File: src/rtl/led_pattern_gen.sv
// Multi-channel LED driver: prescaled tick, shared PWM counter, per-channel OFF/STEADY/BLINK/BREATHE.
// Optional macro LED_BREATHE_EN builds the breathe level/dir logic; without it mode 3 behaves as STEADY.
module led_pattern_gen #(
    parameter int unsigned CHANNELS = 4,
    parameter int unsigned PRESCALE = 12000,
    parameter int unsigned PWM_W    = 8,
    parameter int unsigned DIV_W    = 16,
    parameter int unsigned CH_W     = (CHANNELS > 1) ? $clog2(CHANNELS) : 1
) (
    input  logic                hwclk,
    input  logic                rst_n,
    input  logic                cfg_we,
    input  logic [CH_W-1:0]     cfg_ch,
    input  logic [1:0]          cfg_mode,
    input  logic [PWM_W-1:0]    cfg_duty,
    input  logic [DIV_W-1:0]    cfg_period,
    output logic [CHANNELS-1:0] led,
    output logic                tick
);

    localparam int unsigned PS_W = $clog2(PRESCALE);
    localparam logic [PS_W-1:0]  PS_LAST = PS_W'(PRESCALE - 1);
    localparam logic [PS_W-1:0]  PS_ONE  = PS_W'(1);
    localparam logic [PWM_W-1:0] PWM_ONE = PWM_W'(1);
    localparam logic [DIV_W-1:0] DIV_ONE = DIV_W'(1);

    typedef enum logic [1:0] {
        MODE_OFF     = 2'd0,
        MODE_STEADY  = 2'd1,
        MODE_BLINK   = 2'd2,
        MODE_BREATHE = 2'd3
    } mode_t;

`ifdef LED_BREATHE_EN
    typedef enum logic {
        DIR_UP   = 1'b0,
        DIR_DOWN = 1'b1
    } dir_t;
`endif

    logic [PS_W-1:0]     presc;
    logic [PWM_W-1:0]    pwm_cnt;
    mode_t               mode   [CHANNELS];
    logic [PWM_W-1:0]    duty   [CHANNELS];
    logic [DIV_W-1:0]    period [CHANNELS];
    logic [DIV_W-1:0]    phase  [CHANNELS];
    logic [CHANNELS-1:0] blink;
    logic [CHANNELS-1:0] wr_sel;
    logic [CHANNELS-1:0] led_next;
`ifdef LED_BREATHE_EN
    logic [PWM_W-1:0]    level  [CHANNELS];
    dir_t                dir    [CHANNELS];
`endif

    always_ff @(posedge hwclk or negedge rst_n) begin
        if (!rst_n) begin
            presc   <= '0;
            tick    <= 1'b0;
            pwm_cnt <= '0;
            led     <= '0;
        end else begin
            tick    <= (presc == PS_LAST);
            presc   <= (presc == PS_LAST) ? '0 : presc + PS_ONE;
            pwm_cnt <= pwm_cnt + PWM_ONE;
            led     <= led_next;
        end
    end

    // Out-of-range channel numbers never match any index, so those writes drop silently.
    always_comb begin
        wr_sel = '0;
        for (int unsigned ch = 0; ch < CHANNELS; ch++) begin
            wr_sel[ch] = cfg_we && (cfg_ch == CH_W'(ch));
        end
    end

    always_ff @(posedge hwclk or negedge rst_n) begin
        if (!rst_n) begin
            blink <= '0;
            for (int unsigned ch = 0; ch < CHANNELS; ch++) begin
                mode[ch]   <= MODE_OFF;
                duty[ch]   <= '0;
                period[ch] <= '0;
                phase[ch]  <= '0;
`ifdef LED_BREATHE_EN
                level[ch]  <= '0;
                dir[ch]    <= DIR_UP;
`endif
            end
        end else begin
            for (int unsigned ch = 0; ch < CHANNELS; ch++) begin
                // A write on a tick cycle takes priority and suppresses that cycle's step.
                if (wr_sel[ch]) begin
                    mode[ch]   <= mode_t'(cfg_mode);
                    duty[ch]   <= cfg_duty;
                    period[ch] <= cfg_period;
                    phase[ch]  <= '0;
                    blink[ch]  <= 1'b0;
`ifdef LED_BREATHE_EN
                    level[ch]  <= '0;
                    dir[ch]    <= DIR_UP;
`endif
                end else if (tick) begin
                    if (phase[ch] == period[ch]) begin
                        phase[ch] <= '0;
                        blink[ch] <= ~blink[ch];
`ifdef LED_BREATHE_EN
                        if (dir[ch] == DIR_UP) begin
                            if (level[ch] == duty[ch]) dir[ch] <= DIR_DOWN;
                            else                       level[ch] <= level[ch] + PWM_ONE;
                        end else begin
                            if (level[ch] == '0) dir[ch] <= DIR_UP;
                            else                 level[ch] <= level[ch] - PWM_ONE;
                        end
`endif
                    end else begin
                        phase[ch] <= phase[ch] + DIV_ONE;
                    end
                end
            end
        end
    end

    always_comb begin
        led_next = '0;
        for (int unsigned ch = 0; ch < CHANNELS; ch++) begin
            case (mode[ch])
                MODE_OFF:     led_next[ch] = 1'b0;
                MODE_STEADY:  led_next[ch] = (pwm_cnt < duty[ch]);
                MODE_BLINK:   led_next[ch] = blink[ch] && (pwm_cnt < duty[ch]);
`ifdef LED_BREATHE_EN
                MODE_BREATHE: led_next[ch] = (pwm_cnt < level[ch]);
`else
                MODE_BREATHE: led_next[ch] = (pwm_cnt < duty[ch]);
`endif
                default:      led_next[ch] = 1'b0;
            endcase
        end
    end

endmodule

File: config.mk
export PLATFORM = sky130hd
export DESIGN_NAME = led_pattern_gen
export DESIGN_NICKNAME = d
export VERILOG_FILES = /design/src/rtl/led_pattern_gen.sv
export SDC_FILE = /design/constraint.sdc
export NUM_CORES = 1
export LEC_CHECK = 0
export CAP_MARGIN = 10
export CORE_MARGIN = 4
export CORE_UTILIZATION = 37
export CTS_CLUSTER_SIZE = 30
export DETAILED_ROUTE_END_ITERATION = 12
export PLACE_DENSITY = 0.53
export SYNTH_ARGS = -nofsm -noshare
export SYNTH_HDL_FRONTEND = slang
export SYNTH_SLANG_ARGS = --single-unit
File: constraint.sdc
create_clock -name hwclk -period 3.4 [get_ports hwclk]
set_clock_uncertainty 0.2 [all_clocks]
set_input_delay 0.85 -clock hwclk [delete_from_list [all_inputs] [get_ports hwclk]]
set_output_delay 0.85 -clock hwclk [all_outputs]
set_load 0.02 [all_outputs]
==> results of run 1 <==
critical path: stages:
cell and delay [ns]:
clkdlybuf4s50_1 0.55, nand3b_1 0.41, a21oi_1 0.41, nand4_1 0.16, xor2_1 0.16, nor2_1 0.05
worst max-delay path by stage:
stage	from	endpoint	slack (ns)
finish	cfg_ch[0]	phase[22]	0.93
global route	cfg_ch[0]	phase[22]	0.85
CTS	tick	tick	0.92
detailed placement	cfg_ch[1]	phase[57]	0.53
global placement	cfg_ch[0]	phase[27]	0.55
floorplan	cfg_ch[1]	phase[54]	1.08
Yosys cell counts (5+ instances only):
master / count / area [µm²]
a21o_1: 12 / 90.1
a21oi_1: 25 / 125
and3_1: 11 / 68.8
and4_1: 6 / 52.6
buf_2: 9 / 45.0
clkbuf_1: 29 / 109
dfrtp_1: 199 / 4980
ha_1: 34 / 425
inv_1: 32 / 120
nand2_1: 309 / 1160
nand3_1: 30 / 150
nand3b_1: 8 / 60.1
nand4_1: 39 / 244
nor2_1: 69 / 259
nor3_1: 8 / 40.0
nor4_1: 19 / 119
o211a_1: 5 / 50.1
o21ai_0: 37 / 185
o21ai_1: 7 / 35.0
xnor2_1: 14 / 123
xor2_1: 115 / 1010
cell families after synthesis:
logic type | count (synthesis) | share of synthesized area [%]
flip-flops | 199 | 51.0
buffers and inverters | 76 | 3.11
adder cells (fa/ha/maj) | 34 | 4.36
AND/OR/NAND/NOR | 524 | 24.2
AO/OA/AOI/OAI | 96 | 5.73
XOR/XNOR | 129 | 11.6
layout make-up:
type                       count  area, µm²  share of cell area (%)
clock buffer                  19        443                    3.97
clock inverter                13        160                    1.43
sequential                   199       4980                    44.6
timing repair buffer          57        557                    4.98
multi-input combinational    783       4490                    40.2
tap                          335        419                    3.75
inverter                      33        124                    1.11
power breakdown:
part	total [mW]	internal [mW]	switching (mW)
Combinational	0.651	0.274	0.377
Clock	2.11	1.13	0.983
Sequential	2.70	2.58	0.124
state kept, by name (all words and copies together), names as in the netlist:
register / cells
mode: 8
pwm_cnt: 8
presc: 14
phase: 64
tick: 1
led: 4
period: 64
blink: 4
duty: 32
layer usage:
layer / up-vias / global-route usage (%)
met5: - / 0
met4: 0 / 3.68
met3: 14 / 2.60
met2: 78 / 27.4
met1: 3489 / 24.5
li1: 3572 / -
==> results, run 1 <==
- After filler insertion, the fill cell instance count of the layout stands at 2571.
- In this run the critical register-to-register path is launched from phase[35].
- The wire length on met2 is 11.1 mm.
- The leakage power is 5.59 nW.
- The clock passes through at most 2 buffers.
- Setup slack closes at a little over 0.9 ns.
- The top cell types in the final layout, fill and taps aside, are 309 x nand2_1, 199 x dfrtp_1, 115 x xor2_1.
- Setup repair after global routing left no endpoint under its margin.
- IR analysis of the VDD net gives a maximum drop of 0.337 mV.
- The most common cell after layout, fill and taps aside is nand2_1.
- The power per cell area is 489 nW/µm².
- The number of standard cells after synthesis is between 1000 and 1500.
- Counting flops and latches in the post-synthesis netlist gives 199.
- The detail route stage leaves a number of antenna-violating nets equal to 0.
- The type of the tightest min-delay check is primary input to asynchronous set/reset pin.
- The kind of critical path is primary input to flop.
- The critical path startpoint category is a primary input.
- The number of global-route vias before repair is 7233.
- The weighted congestion reported at the end of routability-driven placement is 0.790.
- The global-route wire length before repair is around 40 mm.
- Of all nets on the critical path, the largest fanout is 8.
- In the final layout, the share of cells above drive strength 1 is approximately 6%.
- The setup slack after placement is 0.529 ns.
- The flow ran to the end, and the final reports show no timing, DRC or antenna violations.
- The area of the die is about 29000 µm².
- After routing the design area is between 10000 and 15000 µm².
- The time the final worst path needs with I/O delays and setup is around 2.5 ns.
- In this run the clock root is driven by a clkbuf_16.
- The post-detailed-placement half-perimeter wirelength is 16.0 mm.
- After synthesis the cells add up to 9760 µm².
- The accumulated negative setup slack is 0 ns.
- The average size of a mapped cell is 9.23 µm².
- The number of buffers inserted during clock tree synthesis is 17.
- The max-cap check violation count is 0.
- Static timing analysis puts the maximum clock frequency at 405 MHz.
- The total overflow left after global routing is 0.
- The number of antenna violations at the first check in global routing is 0.
- The final setup violation count is 0.
- For the worst setup path, the data required time is 3.52 ns.
- The post-synthesis net count is 1123.
- Dividing the detail-routed via count by the number of cells gives around 5.0.
- Including well taps, the total number of placed cells is approximately 1400.
- The final count of pins violating max slew was 0.
- The setup fix buffers added after clock tree synthesis is 0.
- After detailed routing, no signal wire sits above met4.
- Input and output buffers added on the ports amount to 35.
- After detailed routing, the average wire length per cell comes to 16.5 µm.
- For this configuration, the core starts out at a cell density of 37.6%.
- For this run, the number of Yosys warnings is 0.
- The number of core rows is 59.
- The DRC marker count from the first detailed-route iteration is between 500 and 600.
- STA classifies the critical path endpoint as a flop.
- Pin placement for this block handled 36 I/O pins.
- The worst-case reg-to-reg path depth is 5.
- In this run the critical register-to-register path is captured at phase[45].
- The post-cts hold buffer count is 0.
- After clock tree synthesis, the clock-pin slew on the worst setup and hold paths is about 0.08 ns.
- The sequential area share after synthesis is 51.0%.
- The number of instances resized during post-cts repair is 0.
- The floorplan step defined a core boundary enclosing 26000 µm².
- The width of the die is 170 µm.
- The area growth from synthesis to layout is 14.4%.
- The worst hold margin is 0.224 ns.
- The overall routing resource usage is 17.1%.
- The count of unique library cells instantiated by Yosys is 40.
- CTS saw slightly below 200 sinks.
- The number of H-tree levels is 4.
- After layout, the design draws a total of ~5.5 mW.
- The wire length on met1 is approximately 12 mm.
- The worst slew margin relative to its limit is 52.0%.
- The commonest register cell after synthesis is dfrtp_1.
- For the pin with the worst max-slew slack, the measured transition is ~0.71 ns.
- The largest net degree at the start of global routing is 74.
- 0 antenna diodes ended up in the layout.
- Once layout is complete, the cells apart from fillers number 1439.
- The chip height is 170 µm.
- In this run the register-to-register setup slack is between 1 and 1.5 ns.
- In this run the cell area measured after placement is 10600 µm².
- The number of enable-type register cells in the synthesized netlist is 0.
- Detailed routing inserted a total of 7153 vias.
- The total DRC errors in the routed layout is 0.
- The fraction of synthesis flops using an asynchronous set or reset pin is 100%.
- The final clock period utilization by the worst path is between 70% and 80%.
- The clock tree from TritonCTS is done.
- The count of final hold-check violations is 0.
- The number of optimization iterations in the first detailed-route pass is 7.
- The insertion delay of the later-clocked pin in the worst-skew pair is 0.43 ns.
- The data arrival at the endpoint of the critical path is 2.59 ns.
- Wires add up to 23.8 mm.
- The final core utilization is 43.0%.
- The net total in the final layout is 1156.
- Summed over all nets, wire length on met3 after detailed routing comes to ~600 µm.
Note: power is estimated with default switching activity, not from simulation.
==> run 2: changes to the inputs <==
- clock period: 3.4 -> 2.5 ns (I/O delays scaled with it)
==> run 2 against run 1 <==
Net effect:
- worst setup slack got worse by 0.78 ns
- largest power group unchanged
- hold slack improved by 0.053 ns
- via count is essentially flat
- critical path depth is 5 lower
- wire length hardly changed
- first-iteration DRC count down 17%
- non-clock buffer count rose by 15
- die area stayed put
- combinational power grew 39%
==> results, run 2 (synthesis gave the netlist of run 1 again) <==
- The number of instances resized during post-cts repair is 0.
- The kind of critical path is flop to output port.
- After detailed routing, the average wire length per cell comes to 16.3 µm.
- At the pin with the least slew margin, the transition time is 0.516 ns.
- Clock tree synthesis inserted a total of 17 buffers.
- For met2 alone, demand over resource in global routing was 28.0%.
- The worst-case reg-to-reg path depth is 6.
- The die covers 29000 µm².
- The critical path required time is 1.67 ns.
- The count of buffer and inverter cells on the critical path is 1.
- The fmax is 426 MHz.
- The number of buffers inserted by port buffering is 35.
- The worst slew margin relative to its limit is 65.3%.
- Global routing used 2.72% of the available met3 tracks.
- The library cells used most frequently in the layout, excluding fill and tap cells, are 309 x nand2_1, 199 x dfrtp_1, 115 x xor2_1.
- The DRC marker count from the first detailed-route iteration is 425.
- Data on the critical path arrives at its endpoint at 1.52 ns.
- The clock tree synthesis step divided the H-tree into 4 levels.
- The global-route wire length before repair is 39.7 mm.
- The number of antenna violations at the first check in global routing is 0.
- The overall via count from detail_route is slightly above 7000.
- The leakage power is 5.66 nW.
- The clock root buffer master is clkbuf_16.
- Along the worst hold path, the cell count comes to 2.
- The count of nets left with antenna violations once routing finished came out at 0.
- The tool flagged a number of max-cap violations equal to 0.
- Of the cells placed in the final design, the portion with a size suffix greater than 1 is 7.16%.
- The final count of pins violating max slew is 0.
- The power per cell area is 643 nW/µm².
- The net total in the final layout is 1171.
- The number of placed instances with taps included is 1421.
- In this run the core area contains 59 standard-cell rows.
- The family with the most delay on the worst path is buffers and inverters.
- Setup repair after global routing left no endpoint under its margin.
- On the critical path, the stage with the largest delay is an instance of clkdlybuf4s50_1.
- In this run the count of I/O pins placed on the die edge is 36.
- In the routed design, unresolved DRC markers number 0.
- The total power of the final layout is 7.28 mW.
- The number of global-route vias before repair was 7355.
- TritonCTS built the clock tree.
- The number of optimization iterations in the first detailed-route pass is 4.
- After clock tree synthesis, the clock-pin slew on the worst setup and hold paths is 0.07 ns.
- Leaving out filler cells and counting taps, the final layout contains approximately 1500.
- The number of vias per cell after detailed routing is 4.93.
- The residual overflow from global routing is 0.
- The largest registers in the layout are period: 64 flops, phase: 64 flops, duty: 32 flops.
- The time the final worst path needs with I/O delays and setup is 2.34 ns.
- The least setup slack across all paths after layout is 0.155 ns.
- The accumulated negative setup slack is 0 ns.
- The worst setup path is launched from a flop.
- Global routing consumed, over all layers together, 17.3% of the routing resources.
- The count of final hold-check violations is 0.
- The largest single stage delay on the critical path is around 0.64 ns.
- Once layout is done, the placed cells without fillers occupy 11300 µm².
- In this run the number of cells on the critical path is 1.
- The final clock period utilization by the worst path is between 90% and 100%.
- The post-detailed-placement half-perimeter wirelength is between 15 and 20 mm.
- The count of fill cells added during filler insertion is 2568.
- The type of the tightest min-delay check is flop to flop.
- The count of inserted antenna diode cells is 0.
- In this run the standard cell core region covers 26000 µm².
- The final core utilization is 43.6%.
- The most common cell after layout, fill and taps aside is nand2_1.
- The largest buffer count on any clock path is 2.
- The maximum ir drop on the vdd rail is 0.529 mV.
- The biggest fanout along the worst timing path is 4.
- The final layout contains routed wiring with a total length of 23.8 mm.
- The die is 170 µm tall.
- The signed area change from the synthesized netlist to the final layout is 16.0%.
- Setup violations remaining at the end of the flow were counted as 0.
- The most crowded layer after global routing is met2.
- The worst setup path is captured at an output port.
- Traced cell by cell, the critical path runs through clkdlybuf4s50_1.
- Clock tree synthesis found a total of 199 sinks.
- Before CTS, the worst setup slack after placement is -0.0701 ns.
- The placed instance area is ~11000 µm².
- The floorplan step set the die width to roughly 170 µm.
- Entering global routing, the biggest net connects 51 pins.
- The tightest hold path in the finished design has a slack of 0.277 ns.
- The starting density of the core is a little under two fifths.
- For the worst-skew pair, the clock arrives at the later sink with an insertion delay of 0.44 ns.
- The run finished with clean final reports.
- Routability-driven placement finished with a final weighted congestion of 0.783.
- The fraction of met1 tracks used by global routing is between 20% and 30%.
run 2: path summary, 6_finish.rpt:
| check | from | end | slack, ns |
|---|---|---|---|
| max | tick | tick | 0.16 |
| max reg2reg | phase[1] | phase[12] | 0.27 |
| min | mode[2] | mode[2] | 0.28 |
| max in group asynchronous | rst_n | period[13] | 0.94 |
| min in group asynchronous | rst_n | phase[57] | 0.51 |
| min reg2reg | mode[2] | mode[2] | 0.28 |
run 2: what timing repair did:
action                                  CTS  global route
hold endpoints to repair                 45             0
endpoints found under the setup margin    0             0
hold buffers                              1             0
buffers inserted                          0             0
run 2: routing by layer:
layer  vias up  part of all wire (%)  wire length, µm
li1       3585                     -                -
met1      3468                    49            11700
met2        84                    46            11000
met3        20                   3.3              790
met4         0                   1.2              292
met5         -                     0                0
run 2: final cells by class:
class	count	area, µm²	area share (%)
Tap cell	335	419	3.70
Clock inverter	13	123	1.08
Inverter	33	124	1.09
Multi-Input combinational cell	783	4490	39.6
Sequential cell	199	4980	44.0
Clock buffer	18	439	3.88
Timing Repair Buffer	72	747	6.60
run 2: power breakdown:
part	total [mW]	leakage, nW	internal, mW	switching, mW
Combinational	0.906	2.82	0.390	0.516
Clock	2.70	0.266	1.41	1.29
Sequential	3.67	2.57	3.50	0.169
